--- src/rtl/uart_rx_fifo.sv ---
// uart_rx_fifo: 8N1 UART receiver (LSB first) pushing good bytes into a show-ahead FIFO.
// Define UART_RX_PARITY_EN to expect an even-parity bit between D7 and the stop bit.
module uart_rx_fifo #(
  parameter int CLK_PER_BIT = 868,
  parameter int DEPTH = 16
) (
  input  logic                     clk,
  input  logic                     rst_n,
  input  logic                     uartrx,
  input  logic                     rd_en,
  output logic [7:0]               rd_data,
  output logic                     empty,
  output logic                     full,
  output logic [$clog2(DEPTH):0]   count,
  output logic                     rx_busy,
  output logic                     frame_err,
  output logic                     overflow
);
  localparam int CW = $clog2(CLK_PER_BIT);
  localparam int AW = $clog2(DEPTH);
  localparam logic [CW-1:0] HALF = CW'(CLK_PER_BIT / 2);
  localparam logic [CW-1:0] LAST = CW'(CLK_PER_BIT - 1);
  typedef enum logic [2:0] {
    IDLE, START, DATA,
`ifdef UART_RX_PARITY_EN
    PARITY,
`endif
    STOP, WAIT_IDLE
  } state_t;
  state_t state, state_n;
  logic [1:0] sync;
  logic rxs, wrap, push, ferr_n;
  logic [CW-1:0] cnt, cnt_n;
  logic [2:0] idx, idx_n;
  logic [7:0] sh, sh_n;
`ifdef UART_RX_PARITY_EN
  logic bad, bad_n;
`endif
  logic [7:0] mem [DEPTH];
  logic [AW:0] wr_ptr, rd_ptr;
  logic do_rd, do_wr;
  assign rxs = sync[1];
  assign wrap = cnt == LAST;
  assign rx_busy = state != IDLE;
  always_ff @(posedge clk or negedge rst_n)
    if (!rst_n) sync <= 2'b11;
    else sync <= {sync[0], uartrx};
  always_ff @(posedge clk or negedge rst_n)
    if (!rst_n) begin
      state <= IDLE;
      cnt <= '0;
      idx <= '0;
      sh <= '0;
      frame_err <= 1'b0;
`ifdef UART_RX_PARITY_EN
      bad <= 1'b0;
`endif
    end else begin
      state <= state_n;
      cnt <= cnt_n;
      idx <= idx_n;
      sh <= sh_n;
      frame_err <= ferr_n;
`ifdef UART_RX_PARITY_EN
      bad <= bad_n;
`endif
    end
  always_comb begin
    state_n = state;
    cnt_n = cnt;
    idx_n = idx;
    sh_n = sh;
    push = 1'b0;
    ferr_n = 1'b0;
`ifdef UART_RX_PARITY_EN
    bad_n = bad;
`endif
    case (state)
      IDLE: begin
        cnt_n = '0;
        state_n = rxs ? IDLE : START;
      end
      START:
        if (cnt == HALF) begin
          cnt_n = '0;
          idx_n = '0;
          sh_n = '0;
          state_n = rxs ? IDLE : DATA;
`ifdef UART_RX_PARITY_EN
          bad_n = 1'b0;
`endif
        end else cnt_n = cnt + CW'(1);
      DATA:
        if (wrap) begin
          cnt_n = '0;
          sh_n = {rxs, sh[7:1]};
          idx_n = idx + 3'd1;
`ifdef UART_RX_PARITY_EN
          if (idx == 3'd7) state_n = PARITY;
`else
          if (idx == 3'd7) state_n = STOP;
`endif
        end else cnt_n = cnt + CW'(1);
`ifdef UART_RX_PARITY_EN
      PARITY:
        if (wrap) begin
          cnt_n = '0;
          state_n = STOP;
          ferr_n = ^{sh, rxs};
          bad_n = ^{sh, rxs};
        end else cnt_n = cnt + CW'(1);
`endif
      STOP:
        if (wrap) begin
          cnt_n = '0;
`ifdef UART_RX_PARITY_EN
          push = rxs && !bad;
`else
          push = rxs;
`endif
          ferr_n = !rxs;
          state_n = rxs ? IDLE : WAIT_IDLE;
        end else cnt_n = cnt + CW'(1);
      WAIT_IDLE: state_n = rxs ? IDLE : WAIT_IDLE;
      default: state_n = IDLE;
    endcase
  end
  // A pop frees the slot a same-cycle push needs, so push-while-full succeeds only with a read.
  assign count = wr_ptr - rd_ptr;
  assign empty = count == '0;
  assign full = count == (AW+1)'(DEPTH);
  assign do_rd = rd_en && !empty;
  assign do_wr = push && (!full || do_rd);
  assign rd_data = empty ? 8'h00 : mem[rd_ptr[AW-1:0]];
  always_ff @(posedge clk)
    if (do_wr) mem[wr_ptr[AW-1:0]] <= sh;
  always_ff @(posedge clk or negedge rst_n)
    if (!rst_n) begin
      wr_ptr <= '0;
      rd_ptr <= '0;
      overflow <= 1'b0;
    end else begin
      wr_ptr <= do_wr ? wr_ptr + (AW+1)'(1) : wr_ptr;
      rd_ptr <= do_rd ? rd_ptr + (AW+1)'(1) : rd_ptr;
      overflow <= push && !do_wr;
    end
endmodule

--- config.mk ---
export PLATFORM = sky130hd
export DESIGN_NAME = uart_rx_fifo
export DESIGN_NICKNAME = d
export VERILOG_FILES = /design/src/rtl/uart_rx_fifo.sv
export SDC_FILE = /design/constraint.sdc
export NUM_CORES = 1
export LEC_CHECK = 0
export ABC_AREA = 1
export CAP_MARGIN = 10
export CELL_PAD_IN_SITES_DETAIL_PLACEMENT = 1
export CELL_PAD_IN_SITES_GLOBAL_PLACEMENT = 2
export CORE_MARGIN = 2
export CORE_UTILIZATION = 40
export CTS_BUF_LIST = sky130_fd_sc_hd__clkbuf_16
export DETAILED_ROUTE_END_ITERATION = 12
export GPL_TIMING_DRIVEN = 0
export PLACE_DENSITY_LB_ADDON = 0.1
export SYNTH_ARGS = -nofsm -noshare
export SYNTH_HDL_FRONTEND = slang
export SYNTH_SLANG_ARGS = --single-unit
--- constraint.sdc ---
create_clock -name clk -period 8.3 [get_ports clk]
set_input_delay 1.245 -clock clk [delete_from_list [all_inputs] [get_ports clk]]
set_output_delay 1.245 -clock clk [all_outputs]
set_load 0.05 [all_outputs]
After elaboration in Yosys (flattened, before gate mapping)
Memories as Yosys holds them, arrays and structs flattened.
Index checks and enable logic that the tools add are counted.
{"block": "totals", "regBits": 38, "ram_bits": 128, "input_bits": 4, "out_inout_bits": 18, "mem_count": 1}
{"memory": "mem", "words": 16, "width": 8, "rd": 1, "rd_ports_with_merged_regs": 0, "write_ports": 1, "line_no": "39", "source": "logic [7:0] mem [DEPTH];"}
{"block": "op_classes", "add_sub_neg": 5, "n_eq_ne": 12, "n_mux": 24, "n_reduce_logical": 16}
{"cell": "one-hot mux 10 bit (3 select lines)", "count": 1}
{"cell": "2-to-1 mux 8 bit", "count": 3}
{"cell": "2-to-1 mux 3 bit", "count": 7}
{"cell": "2-to-1 mux 10 bit", "count": 2}
{"cell": "one-hot mux 8 bit (2 select lines)", "count": 1}
{"cell": "one-hot mux 3 bit (5 select lines)", "count": 1}
{"cell": "adder 10 x 1 -> 10 bit (second input constant)", "count": 1}
{"cell": "adder 5 x 1 -> 5 bit (second input constant)", "count": 2}
{"cell": "== test 10 bit (second input constant)", "count": 1}
{"cell": "== test 10 x 9 -> 1 bit (second input constant)", "count": 1}
{"cell": "!= test 2 bit (second input constant)", "count": 4}
{"cell": "2-to-1 mux 1 bit", "count": 7}
{"cell": "== test 3 x 2 -> 1 bit (second input constant)", "count": 2}
{"cell": "== test 3 bit (second input constant)", "count": 2}
{"cell": "one-hot mux 3 bit (2 select lines)", "count": 1}
{"cell": "nonzero test 3 bit", "count": 2}
{"cell": "== test 5 bit (second input constant)", "count": 1}
{"cell": "zero test 5 bit", "count": 1}
{"cell": "subtractor 5 bit", "count": 1}
{"cell": "zero test 1 bit", "count": 4}
{"cell": "AND reduction 4 bit", "count": 1}
{"cell": "adder 3 x 1 -> 3 bit (second input constant)", "count": 1}
{"cell": "== test 3 x 1 -> 1 bit (second input constant)", "count": 1}
{"cell": "logical AND 1 bit", "count": 3}
{"cell": "other kinds (6)", "count": 6}

Depth between registers and ports, before layout
Gate-level depths: netlist (run 1).
{"block": "depth", "depth_word": 8, "depth_mapped": 13}

Least setup slack after synthesis (run 1)
OpenSTA, ideal clock, no wires.
{"block": "synth_timing", "kind": "register to output", "startpoint": "register wr_ptr[0]", "endpoint": "output rd_data[6]", "arrival_ps": 3248, "required_ps": 7055, "setup_slack_ps": 3807, "path_stages_with_launch": 9, "path_buffers": 0, "path_cell_list": "dfrtp_1 -> inv_1 -> ha_1 -> fa_1 -> xnor2_1 -> nor2_1 -> nand2_1 -> nor2_2 -> a21oi_1"}
{"block": "synth_between", "elab_chain_len": 3}
{"element": "start, declared", "line_no": "40", "source": "logic [AW:0] wr_ptr, rd_ptr;"}
{"element": "start signal, assigned", "line_no": "143", "source": "wr_ptr <= do_wr ? wr_ptr + (AW+1)'(1) : wr_ptr;"}
{"element": "subtractor 5 bit", "line_no": "129", "source": "assign count = wr_ptr - rd_ptr;"}
{"element": "net count[2]", "line_no": "14", "source": "output logic [$clog2(DEPTH):0] count,"}
{"element": "zero test 5 bit", "line_no": "130", "source": "assign empty = count == '0;"}
{"element": "net empty", "line_no": "12", "source": "output logic empty,"}
{"element": "2-to-1 mux 8 bit", "line_no": "134", "source": "assign rd_data = empty ? 8'h00 : mem[rd_ptr[AW-1:0]];"}
{"element": "end, declared", "line_no": "11", "source": "output logic [7:0] rd_data,"}
The timed path passes the listed nets, and every way through them passes these cells.

Final worst setup path (run 1)
{"block": "layout_timing", "startpoint": "register rd_ptr[1]", "endpoint": "output empty"}
{"block": "layout_between", "elab_chain_len": 2}
{"element": "start, declared", "line_no": "40"}
{"element": "start signal, assigned", "line_no": "144", "source": "rd_ptr <= do_rd ? rd_ptr + (AW+1)'(1) : rd_ptr;"}
{"element": "subtractor 5 bit", "line_no": "129"}
{"element": "zero test 5 bit", "line_no": "130"}
{"element": "end, declared", "line_no": "12"}
No other way between the ends.

==> results of run 1 <==
## worst max-delay path by stage
stage                           from          to  cells after the start
2_1_floorplan  wr_ptr[0]$_DFFE_PN0P_  rd_data[6]                      8
3_3_place_gp   rd_ptr[1]$_DFFE_PN0P_       empty                     10
3_5_place_dp   rd_ptr[1]$_DFFE_PN0P_       empty                     10
4_1_cts        rd_ptr[1]$_DFFE_PN0P_       empty                     10
5_1_grt        rd_ptr[1]$_DFFE_PN0P_       empty                     10
6_report       rd_ptr[1]$_DFFE_PN0P_       empty                     10
## sequential cells by signal (all words and copies together) (netlist names)
name	count
mem	128
idx	3
cnt	10
state	3
overflow	1
wr_ptr	5
frame_err	1
sync	2
sh	8
rd_ptr	5
## cell type report
type                            instances  area, sq um  share of cell area
Buffer                                 29          136              0.0163
Clock buffer                           17          425              0.0510
Clock inverter                         15         92.6              0.0111
Inverter                               35          131              0.0157
Multi-Input combinational cell        452         2240               0.269
Sequential cell                       166         4800               0.575
Tap cell                              229          287              0.0343
Timing Repair Buffer                   22          233              0.0279
## layout by cell type, fill, tap and decap left out, types with 20 or more instances in the layout
cell,count
nand2_1,190
edfxtp_1,128
nand3_1,76
nor2_1,48
dfrtp_1,36
a21oi_1,35
inv_1,34
o21ai_0,25
clkdlybuf4s50_1,20
## power by group
part           switching, W  internal, W   total [W]
registers       0.000000331     0.000886    0.000886
clock network      0.000319     0.000376    0.000695
logic            0.00000502   0.00000244  0.00000747
total              0.000325      0.00126     0.00159
## cells by family (layout without fill, tap and decap cells)
family                   count (synthesis)  in the layout  synth area share
AND/OR/NAND/NOR                        337            337             0.196
adder cells (fa/ha/maj)                 14             14            0.0250
flip-flops                             166            166             0.656
XOR/XNOR                                14             14            0.0168
buffers and inverters                   64            118            0.0366
AO/OA/AOI/OAI                           87             87            0.0697
## layer usage
metal / up-vias / track usage
met4: 0 / 0.0659
met3: 23 / 0.0363
met5: - / 0
li1: 2434 / -
met2: 83 / 0.384
met1: 2597 / 0.267
## through the flow
stage	util	hold WS, ps
after floorplan	-	345
after global placement	0.435	347
after detailed placement	0.436	349
after CTS	0.465	359
after global routing	0.465	363
final	0.465	356
## worst max-delay path: cells and delay by family, from the launching register on
kind          cells  cell delay (ps)
fa+ha+maj         1              340
simple gates      5             1050
flops             1              490
buf+inv           4             1810
==> metrics.txt, run 1 <==
Post-synth top flop=edfxtp_1; post-CTS setup buffers=0; worst r2r dst=mem[14][6]$_DFFE_PP_; IO Pins=22; HP Start=sync[0]$_DFF_PN1_; I/O Buffers=21; DR WL/cell=~20 microns; DRT met1 WL=roughly 8700 microns; most frequent cell after synthesis=nand2_1; clock slew at reported path FFs=approximately 60 ps; Synth area leaders=edfxtp_1, dfrtp_1, nand2_1; RSZ-0062 raised after global routing=no; pin count of the biggest net entering global routing=22; Net count, final=around 740; Tmin final=about 5400 ps; required time of the critical path=about 7100 ps; Post-synth EDFFs=between 100 and 150; Critical Path Start Type=register; worst setup path category=register to primary output; #FFs+latches synth=between 150 and 200; DR iter-0 viols=about 320; sequential fraction of the synthesis area=0.656; Die Span X=about 140 microns; Area Overhead vs Synth=14.2%; clock buffer count from CTS=17; initial antenna violation count=0; Slew Limit Headroom=0.224; Hold Violations, Final=0; CP Cell Sequence=inv_1 > buf_2 > buf_1 > ha_1 > nand3_1 > nand3_1 > nand2_1 > nand2_1 > nor2_2 > clkdlybuf4s50_1; Met3 Wirelength=~640 microns; H-tree Lvls=4; Bufs on Longest Clock Path=2; Worst setup EP type=primary output; cell area after synthesis=7310 sq um; CP max-delay cell=clkdlybuf4s50_1; max cap viols=0; Hold EP=sync[1]$_DFF_PN1_; Synth Area per Inst=around 11 sq um; residual DRC count=0; P_leak=between 3 and 4 nW; Hold Crit Depth=0; Crit path largest cell delay=~940 ps; post-route ant nets=0; post-CTS sizing=0; die area=just under 20000 sq um; first-pass GRT wire length=between 30000 and 40000 microns; r2r worst-path depth=12; Syn Nets=700; min-delay worst type=register to register; DP Cell Count=about 930; status=finished, final reports clean; row cnt=between 40 and 50; reg2reg start=rd_ptr[1]$_DFFE_PN0P_; Worst EP arrival=about 4100 ps; worst vdd ir=0.000146 V; crit-path max FO=10; Power Dens Cells=approximately 190 nW/um^2; Inserted Diodes=0; Max Fclk=186 MHz; pre-CTS setup slack=roughly 3400 ps; Final Setup Violations=0; ys async rst share=0.229; reg-to-reg slack, setup=4410 ps; total power=0.00159 W; Pre-antenna DRT Iters=4; Finished Layout Cells=slightly below 1k; Total Routing Usage GR=0.215; overall routed net length=between 15000 and 20000 microns; Pins Over Slew Limit=0; Hold-fix buffers, CTS=0; Cell variety after synth=38; Synth top area share=0.526; share of cells above drive strength 1=0.0788; core region area=18000 sq um; Post-DP Area=around 7800 sq um; Starting Density=0.407; final RePlAce weighted congestion=0.792; Top Layer Used=met4; Syn. warnings=0; slew of the pin with the lowest slew margin=1160 ps; Root Buffer=clkbuf_16; detailed placer's ending HPWL=~14000 microns; final period utilization=0.647; fill cell count=approximately 2k; slack of the critical path=about 3000 ps; Clock Skew=16.3 ps; routed wl met2=a little over 10000 microns; Clk Latency, worst-skew pair=around 430 ps; Avg Vias per Cell=approximately 5.3; area leader, netlist=edfxtp_1; CTS sink count=roughly 170; via count=approximately 5k; die height=roughly 140 microns; cells after synthesis=682; setup_tns=0 ps; fin area=about 8300 sq um; Post-synth top cells=nand2_1, edfxtp_1, nand3_1; CTS tree=yes; total gr overflow=0; vias in the first global route=between 5k and 6k
No activity file was read; power rests on OpenSTA's default activity.
==> run 2: changes to the inputs <==
--- a/config.mk
+++ b/config.mk
@@ -10,7 +10,7 @@
 export CELL_PAD_IN_SITES_DETAIL_PLACEMENT = 1
 export CELL_PAD_IN_SITES_GLOBAL_PLACEMENT = 2
 export CORE_MARGIN = 2
-export CORE_UTILIZATION = 40
+export CORE_UTILIZATION = 37
 export CTS_BUF_LIST = sky130_fd_sc_hd__clkbuf_16
 export DETAILED_ROUTE_END_ITERATION = 12
 export GPL_TIMING_DRIVEN = 0
==> constraint.sdc (replaced) <==
create_clock -name clk -period 4.59 [get_ports clk]
set_input_delay 0.6885 -clock clk [delete_from_list [all_inputs] [get_ports clk]]
set_output_delay 0.6885 -clock clk [all_outputs]
set_load 0.05 [all_outputs]
==> run 2 against run 1 <==
Sequential power increased by 81%. Design area increased by 1.1%. Utilization decreased by 3.0 points. Non-clock buffer count decreased by 2. Critical path type unchanged. Clock-buffer cell count unchanged. Global-route usage decreased by 0.51 points. Worst setup slack got worse by 2500 ps. Sequential share of layout area decreased by 0.64 points.
==> metrics.txt, run 2 (synthesis results as in run 1) <==
Pins Over Slew Limit=0 (unchanged); Bufs on Longest Clock Path=2 (unchanged); Worst EP arrival=3490 ps (-640 ps); pin count of the biggest net entering global routing=39 (+77%); P_leak=3.45 nW (+0.65%); DR iter-0 viols=279 (-14%); Crit. Startpoint=rd_ptr[3]$_DFFE_PN0P_; residual DRC count=0 (unchanged); RSZ-0062 raised after global routing=no; Power Dens Cells=360 nW/um^2 (+89%); initial antenna violation count=1 (+1); Hold EP=sync[1]$_DFF_PN1_; CTS sink count=166 (unchanged); combinational power share=0.003 (-0.002); clock slew at reported path FFs=70 ps (about the same); max cap viols=0 (unchanged); first-pass GRT wire length=31800 microns (+2.5%); Hold-fix buffers, CTS=0 (unchanged); Die Span X=145 microns (+3.9%); Max Fclk=239 MHz; final period utilization=0.910; Starting Density=0.377 (-0.0301); status=finished, final reports clean; via count=5095 (-0.82%); CTS tree=yes; core region area=19400 sq um (+8.0%); IO Pins=22 (unchanged); Core Util, Final=0.435 (-0.0295); Slew Limit Headroom=0.228 (+0.00441); Critical Path Start Type=register; clock buffer count from CTS=17 (unchanged); commonest non-fill, non-tap cell in the layout=nand2_1; total gr overflow=0 (unchanged); Area Overhead vs Synth=15.5%; final RePlAce weighted congestion=0.791 (-0.18%); fill cell count=2168 (+8.9%); HP Start=sync[0]$_DFF_PN1_; multi-input logic area=2250 sq um (+0.22%); Worst setup EP type=primary output; die height=145 microns (+3.9%); crit-path max FO=10 (unchanged); worst vdd ir=0.000265 V (+81%); Total Routing Usage GR=0.210 (-0.00512); max reg flops=128 (unchanged); row cnt=51 (+4.1%); share of cells above drive strength 1=0.0777 (-0.00115); vias in the first global route=5470 (-0.22%); worst setup path category=register to primary output; most frequent cells in the layout=nand2_1, edfxtp_1, nand3_1, nor2_1, dfrtp_1; Pre-antenna DRT Iters=4 (unchanged); reg2reg start=rd_ptr[3]$_DFFE_PN0P_; Avg Vias per Cell=5.10 (-4.2%); overall routed net length=20200 microns (+1.7%); Clk Latency, worst-skew pair=430 ps (about the same); Hold Violations, Final=0 (unchanged); Internal Power=0.00245 W (+94%); reg-to-reg slack, setup=850 ps (-3560 ps); detailed placer's ending HPWL=13800 microns (+1.3%); post-route ant nets=0 (unchanged); Inserted Diodes=0 (unchanged); slew of the pin with the lowest slew margin=1150 ps (-6.59 ps); required time of the critical path=3900 ps (-3150 ps); Tmin final=roughly 4200 ps; DR WL/cell=20.2 microns (-1.7%); Net count, final=739 (-0.27%); Seq pwr share=0.527 (-0.031); worst r2r dst=mem[10][2]$_DFFE_PP_; Hold Crit Depth=0 (unchanged); I/O Buffers=21 (unchanged); r2r worst-path depth=11 (-1); Root Buffer=clkbuf_16; min-delay worst type=register to register; area occupied by registers=4800 sq um (unchanged); switch share=0.194 (-0.0105); setup_tns=0 ps (unchanged); Clock Skew=14.4 ps (-1.95 ps); Final Setup Violations=0 (unchanged); H-tree Lvls=4 (unchanged); Psw=0.000589 W (+82%); clock share of power=0.469 (+0.031); die area=20900 sq um (+7.9%)
-- run 2: per-stage QoR --
stage	area [sq um]	cells	power, W	hold slack, ps	setup WS, ps
5_1_grt	8440	999	0.00313	375	162
2_1_floorplan	7310	682	0.00163	345	653
4_1_cts	8440	1000	0.00308	372	18.1
3_5_place_dp	7850	968	0.00165	362	211
3_3_place_gp	7850	968	0.00165	361	243
6_report	8440	999	0.00304	369	412
-- run 2: final cells by class --
cell class,count,area share
well taps,265,0.0393
repair buffers,21,0.0246
multi-input cells,452,0.267
plain buffers,28,0.0157
clock buffers,17,0.0504
flip-flops and latches,166,0.568
clock inverters,15,0.0196
inverters,35,0.0156
-- run 2: worst max-delay path by stage --
stage	cells past startpoint	endpoint	slack, ps
final	10	rd_data[0]	410
after global routing	10	rd_data[7]	160
after CTS	10	empty	20
after detailed placement	10	empty	210
after global placement	10	empty	240
after floorplan	8	rd_data[6]	650
-- run 2: per-layer routing --
layer  wire length [microns]  part of all wire  track usage  vias to the layer above
li1                        -                 -            -                     2427
met4                     275             0.014       0.0613                        0
met1                    9200              0.45        0.275                     2585
met2                   10200              0.50        0.358                       64
met5                       0                 0            0                        -
met3                     595             0.029       0.0358                       19
-- run 2: power by group through the flow --
stage	Sequential [W]	Clock (W)	Combinational, W
finish	0.00160	0.00143	0.0000103
global route	0.00160	0.00152	0.0000119
CTS	0.00160	0.00146	0.0000110
detailed placement	0.00163	0	0.0000110
global placement	0.00163	0	0.0000110
floorplan	0.00163	0	0.00000116
-- run 2: worst max-delay path, stage by stage (launching register included) --
cell and delay, ps:
dfrtp_1 400, inv_1 80, clkbuf_1 490, ha_1 390, a21oi_1 210, nand2_1 70, nand2_1 60, nand2_1 140
nor2_4 390, nor2_1 110, clkdlybuf4s50_1 710
-- run 2: timing repair --
action                                  4_1_cts  5_1_grt
gates resized for setup                       1        1
endpoints found under the setup margin        9        9
setup buffers                                 0        0
pin swaps                                     0        0
